`config.mk`:
```
export PLATFORM = sky130hd
export DESIGN_NAME = tron_round_ctrl
export DESIGN_NICKNAME = d
export VERILOG_FILES = /design/src/rtl/tron_round_ctrl.sv
export SDC_FILE = /design/constraint.sdc
export NUM_CORES = 1
export LEC_CHECK = 0
export ABC_AREA = 1
export BUFFER_PORTS_ARGS = -buffer_cell sky130_fd_sc_hd__buf_2
export CAP_MARGIN = 0
export CORE_MARGIN = 2
export CORE_UTILIZATION = 30
export CTS_BUF_LIST = sky130_fd_sc_hd__clkbuf_8
export CTS_CLUSTER_SIZE = 14
export DETAILED_ROUTE_END_ITERATION = 10
export GPL_TIMING_DRIVEN = 0
export MAX_ROUTING_LAYER = met4
export PLACE_DENSITY = 0.55
export SLEW_MARGIN = 10
export SYNTH_ARGS = -nofsm -noshare
export SYNTH_HDL_FRONTEND = slang
export SYNTH_SLANG_ARGS = --single-unit
```
`constraint.sdc`:
```
create_clock -name Clk -period 2.9 [get_ports Clk]
set_input_delay 0.435 -clock Clk [delete_from_list [all_inputs] [get_ports Clk]]
set_output_delay 0.435 -clock Clk [all_outputs]
set_load 0.02 [all_outputs]
```
`src/rtl/tron_round_ctrl.sv`:
```
// rtl/tron_round_ctrl.sv - round/match sequencer for the two-bike Tron arena
module tron_round_ctrl #(
    parameter int         FRAMES_PER_SEC = 60,
    parameter int         COUNT_SECS     = 3,
    parameter int         CRASH_FRAMES   = 120,
    parameter int         WIN_SCORE      = 3,
    parameter logic [7:0] START_KEY      = 8'h2C,
    parameter logic [7:0] ABORT_KEY      = 8'h29
) (
    input  logic       Clk,
    input  logic       Reset,
    input  logic       frame_clk,
    input  logic [7:0] keycode,
    input  logic       collision_blue,
    input  logic       collision_red,
    output logic       arena_reset,
    output logic       arena_frame_clk,
    output logic       play_active,
    output logic [2:0] state,
    output logic [1:0] countdown,
    output logic [1:0] score_blue,
    output logic [1:0] score_red,
    output logic [1:0] round_winner,
    output logic       game_over
);

    typedef enum logic [2:0] {
        S_IDLE      = 3'd0,
        S_ARM       = 3'd1,
        S_COUNTDOWN = 3'd2,
        S_PLAY      = 3'd3,
        S_CRASH     = 3'd4,
        S_GAME_OVER = 3'd5
    } state_t;

    localparam logic [5:0] FRM_LOAD   = 6'(FRAMES_PER_SEC - 1);
    localparam logic [1:0] SEC_LOAD   = 2'(COUNT_SECS);
    localparam logic [7:0] CRASH_LOAD = 8'(CRASH_FRAMES - 1);
    localparam logic [1:0] WIN        = 2'(WIN_SCORE);

    state_t     st;
    logic       fq, fq2;
    logic [7:0] kq;
    logic [1:0] sec_cnt;
    logic [5:0] frm_cnt;
    logic [7:0] crash_cnt;
    logic [1:0] sb, sr, rw;

    logic tick, start_press, abort_press;

    assign tick        = fq & ~fq2;
    assign start_press = (keycode == START_KEY) && (kq != START_KEY);
    assign abort_press = (keycode == ABORT_KEY) && (kq != ABORT_KEY);

    // Frame clock edge detector and keycode history for press detection
    always_ff @(posedge Clk or posedge Reset) begin
        if (Reset) begin
            fq  <= 1'b0;
            fq2 <= 1'b0;
            kq  <= 8'h00;
        end else begin
            fq  <= frame_clk;
            fq2 <= fq;
            kq  <= keycode;
        end
    end

    // Round/match sequencer: countdown, play, crash pause and scoring
    always_ff @(posedge Clk or posedge Reset) begin
        if (Reset) begin
            st        <= S_IDLE;
            sec_cnt   <= 2'd0;
            frm_cnt   <= 6'd0;
            crash_cnt <= 8'd0;
            sb        <= 2'd0;
            sr        <= 2'd0;
            rw        <= 2'b00;
        end else if (abort_press && st != S_IDLE) begin
            // Abort wins over any collision or tick in the same cycle
            st <= S_IDLE;
            sb <= 2'd0;
            sr <= 2'd0;
            rw <= 2'b00;
        end else begin
            case (st)
                S_IDLE, S_GAME_OVER: begin
                    if (start_press) begin
                        sb <= 2'd0;
                        sr <= 2'd0;
                        rw <= 2'b00;
                        st <= S_ARM;
                    end
                end
                S_ARM: begin
                    sec_cnt <= SEC_LOAD;
                    frm_cnt <= FRM_LOAD;
                    st      <= S_COUNTDOWN;
                end
                S_COUNTDOWN: begin
                    if (tick) begin
                        if (frm_cnt != 6'd0) begin
                            frm_cnt <= frm_cnt - 6'd1;
                        end else if (sec_cnt > 2'd1) begin
                            sec_cnt <= sec_cnt - 2'd1;
                            frm_cnt <= FRM_LOAD;
                        end else begin
                            st <= S_PLAY;
                        end
                    end
                end
                S_PLAY: begin
                    if (collision_blue || collision_red) begin
                        st        <= S_CRASH;
                        crash_cnt <= CRASH_LOAD;
                        if (collision_blue && collision_red) begin
                            rw <= 2'b11;
                        end else if (collision_blue) begin
                            rw <= 2'b10;
                            if (sr < WIN) sr <= sr + 2'd1;
                        end else begin
                            rw <= 2'b01;
                            if (sb < WIN) sb <= sb + 2'd1;
                        end
                    end
                end
                S_CRASH: begin
                    if (tick) begin
                        if (crash_cnt == 8'd0) begin
                            st <= (sb == WIN || sr == WIN) ? S_GAME_OVER : S_ARM;
                        end else begin
                            crash_cnt <= crash_cnt - 8'd1;
                        end
                    end
                end
                default: st <= S_IDLE;
            endcase
        end
    end

    // Moore decodes; arena_reset follows the async-cleared state immediately
    assign state           = st;
    assign arena_reset     = (st == S_IDLE) || (st == S_ARM);
    assign arena_frame_clk = fq2 & (st == S_PLAY);
    assign play_active     = (st == S_PLAY);
    assign countdown       = (st == S_COUNTDOWN) ? sec_cnt : 2'd0;
    assign score_blue      = sb;
    assign score_red       = sr;
    assign round_winner    = rw;
    assign game_over       = (st == S_GAME_OVER);

endmodule

```
# After elaboration in Yosys (flattened, before gate mapping)
# Index checks and enable logic that the tools add are counted.
# op_classes
bitwise_logic,4
n_eq_ne,30
n_reduce_logical,22
n_addsub,5
order_cmp,3
muxes,41
# op_table
op,count
2-bit two-way mux,19
3-bit two-way mux,9
8-bit two-way mux,3
3-bit inequality test (second input constant),8
6-bit two-way mux,3
8-bit by 6-bit equality test with 1-bit output (second input constant),2
8-bit by 6-bit inequality test with 1-bit output (second input constant),2
2-bit case mux with 2 select lines,4
8-bit case mux with 2 select lines,1
3-bit case mux with 5 select lines,1
6-bit case mux with 2 select lines,1
6-bit AND reduction,2
2-bit inequality test (second input constant),5
5-bit AND reduction,2
3-bit by 1-bit inequality test with 1-bit output (second input constant),3
8-bit zero test,1
8-bit by 1-bit subtractor with 8-bit output (second input constant),1
7-bit AND reduction,1
3-bit by 2-bit equality test with 1-bit output (second input constant),2
3-bit equality test (second input constant),2
3-bit by 2-bit inequality test with 1-bit output (second input constant),2
3-bit nonzero test,2
6-bit nonzero test,1
6-bit by 1-bit subtractor with 6-bit output (second input constant),1
other kinds (16),27
# word_totals
output_inout_bits,15
input_bits,13
elab_cells,115
reg_bits,35

# Logic depth before layout (Yosys ltp)
# logic_depth
ltp_word,7
depth_mapped,12
mapped_depth_nobuf,11

# Worst setup path before layout
# OpenSTA, ideal clock, no wires.
# synth_path
path_type,reg-to-output
startpoint,"register st[0], in the netlist state[0]"
endpoint,output countdown[0]
arrival_ns,1.084
t_required_ns,2.465
setup_slack_ns,1.381
n_path_buf,0
stages_incl_launch_ff,4
path_cell_list,dfrtp_1 nor2_1 nand2_2 nor2_1
# synth_between
elab_chain_len,2
# synth_lines
item,line,text
"start, declared",41,state_t st;
"start signal, assigned",129,st <= (sb == WIN || sr == WIN) ? S_GAME_OVER : S_ARM;
3-bit by 2-bit equality test with 1-bit output,145,assign countdown = (st == S_COUNTDOWN) ? sec_cnt : 2'd0;
2-bit two-way mux,145,
"end, declared",20,"output logic [1:0] countdown,"
# No other way between the ends.

# Worst setup path after layout
# layout_path
startpoint,"register st[2], in the netlist state[2]"
endpoint,output arena_frame_clk
# layout_between
elab_chain_len,2
# layout_lines
item,line,text
3-bit by 2-bit equality test with 1-bit output,143,assign arena_frame_clk = fq2 & (st == S_PLAY);
1-bit AND,143,
"end, declared",17,"output logic arena_frame_clk,"
# No other way between the ends.

==> run metrics <==
initial antenna violation count=0; max_slew headroom=0.515; detailed-route DRC error count=0; Skew-Pair Late Insertion Delay=0.30 ns; Setup TNS Final=0 ns; drt first pass iters=4; largest net degree at the start of global routing=36; Die Height=86.9 um; Final Slew Violations=0; final setup fails=0; share of cells above drive strength 1=0.204; Post-Synthesis Cells=264; I/O Buffers=27; Leakage=1.28 nW; vias per cell=4.50; WHS Endpoint=fq; post-CTS sizing=0; area growth from synthesis to layout=17.1%; commonest non-fill, non-tap cell in the layout=nand2_1; Final WS setup=0.977 ns; critical path cell sequence=inv_2 -> nand3_1 -> nor2_1 -> buf_2; Mapped Nets=284; die width=86.9 um; Worst VDD drop=0.360 mV; clk root buf=clkbuf_8; distinct cell type count after synthesis=28; min cycle time layout=1.92 ns; Place WS=1.11 ns; Worst R2R Path Depth=9; CP Max Fanout=7; Worst Hold Depth=1; GRT Util Overall=0.129; Worst R2R Start=state[0]; critical path's slowest cell=dfrtp_1; CTS tree=built; Crit path required time=2.47 ns; Die ar.=7550 um^2; Worst EP arrival=1.49 ns; cell accounting for the most synthesized area=dfrtp_1; Crit Reg-Reg Endpoint=state[1]; maxcap violations=0; slew at the pin closest to its max-slew limit=0.726 ns; post-CTS setup buffers=0; Final period util=0.663; slowest stage delay, CP=0.43 ns; Clock Tree Buf Depth=2; critical path class=reg2out; YS warnings=0; WL/cell=10.8 um; syn_area_per_cell=7.81 um^2; DRT antenna net count=0; grt total ovfl=0; worst clock skew=0.0112 ns; Power per Cell Area=926 nW/um^2; hold_sp=frame_clk; Hold Path Class=in2reg; CP startpoint kind=flip-flop; vias in the first global route=1721; Netlist Area Pre-Place=2060 um^2; Core ar.=6720 um^2; Util after Layout=0.359; Post-DP HPWL=3080 um; clock sink count=35; Num CTS Buffers=5; ant diodes=0; Synth top area share=0.425; setup slack, reg-to-reg=1.27 ns; register area share after synthesis=0.425; ranking of synthesized cells by area=dfrtp_1, nand2_1, nor2_1; first-pass GRT wire length=7450 um; FP Rows=30; CP endpoint kind=output port; Yosys reg bits=35; CTS Hold Bufs=0; most frequent cells in the layout=nand2_1, dfrtp_1, nor2_1, inv_1, buf_2; Hold Vio Cnt, Final=0; fin nets=318; vias=1705; Max Clock Freq=0.520 GHz; DR iter-0 viols=48; gpl congestion=0.833; H-tree levels=2; WL final=4100 um; initial core utilization=0.307; RSZ-0062 raised after global routing=false; CTS clock-pin slew for the worst setup and hold paths=0.08 ns; Tot Pwr=2.23 mW; status=completed; # IOs=28
==> report_power, final <==
part | internal [mW] | switching, mW | total, mW
logic | 0.382 | 0.668 | 1.05
registers | 0.624 | 0.102 | 0.726
clock network | 0.261 | 0.198 | 0.459
total | 1.27 | 0.968 | 2.23
==> flip-flops by register name (all words and copies together), names as in the netlist <==
signal	count
fq2	1
kq	8
sec_cnt	2
score_red	2
crash_cnt	8
score_blue	2
round_winner	2
frm_cnt	6
state	3
fq	1
==> logic make-up (layout without fill, tap and decap cells) <==
kind of cell / count (synthesis) / in the layout / synth area share
compound gates: 37 / 37 / 0.0959
xor+xnor: 5 / 5 / 0.0212
fa+ha+maj: 7 / 7 / 0.0425
buf+inv: 40 / 75 / 0.0905
flops: 35 / 35 / 0.425
simple gates: 140 / 140 / 0.325
==> metal layers <==
| metal | vias up | global-route usage | share of wire |
|---|---|---|---|
| met5 | - | - | 0 |
| met1 | 764 | 0.162 | 0.51 |
| li1 | 915 | - | - |
| met3 | 6 | 0.0284 | 0.031 |
| met2 | 20 | 0.198 | 0.44 |
| met4 | 0 | 0.0554 | 0.019 |
==> cells in the mapped netlist <==
| cell type | instances |
|---|---|
| o211ai_1 | 2 |
| inv_2 | 3 |
| xor2_1 | 5 |
| nand3b_1 | 1 |
| nand3_4 | 2 |
| or2_2 | 1 |
| nand2_1 | 66 |
| o21ai_0 | 23 |
| nand3_2 | 2 |
| nand3b_4 | 1 |
| o21ai_2 | 2 |
| nand4_1 | 8 |
| nand2_4 | 1 |
| buf_6 | 3 |
| o21ai_1 | 6 |
| nor4_1 | 1 |
| ha_1 | 7 |
| nand3_1 | 12 |
| nor2_4 | 1 |
| nand4_2 | 1 |
| a21oi_1 | 4 |
| bufinv_8 | 1 |
| nor2_2 | 1 |
| nor3_1 | 2 |
| inv_1 | 33 |
| nor2_1 | 34 |
| nand2_2 | 6 |
| dfrtp_1 | 35 |
==> worst max path at each step <==
stage	start	endpoint	slack (ns)	cells after the start
global placement	Reset	state[0]	1.11	2
detailed placement	keycode[4]	score_red[1]	1.11	12
floorplan	state[0]	countdown[0]	1.38	3
finish	state[2]	arena_frame_clk	0.98	4
global route	state[2]	play_active	0.89	4
CTS	state[2]	play_active	0.96	4
==> through the flow <==
step           instances  hold slack, ns  area (um^2)
2_1_floorplan        264           0.354         2060
3_3_place_gp         371           0.391         2300
3_5_place_dp         371           0.388         2300
4_1_cts              379           0.230         2410
5_1_grt              379           0.231         2410
6_report             379           0.242         2410
==> worst max-delay path, delay by kind of cell (launching register included) <==
kind | cells | cell delay [ns]
buffers and inverters | 2 | 0.33
DFF | 1 | 0.43
and+or+nand+nor | 2 | 0.42
==> layout make-up <==
| class | instances | area (um^2) |
|---|---|---|
| inverter | 37 | 153 |
| buffer | 3 | 33.8 |
| fill | 694 | 4310 |
| clock buffer | 5 | 68.8 |
| clock inverter | 3 | 47.5 |
| multi-input combinational | 189 | 998 |
| sequential | 35 | 876 |
| timing repair buffer | 27 | 135 |
| tap | 80 | 100 |
Power figures use the tool's default switching activity.
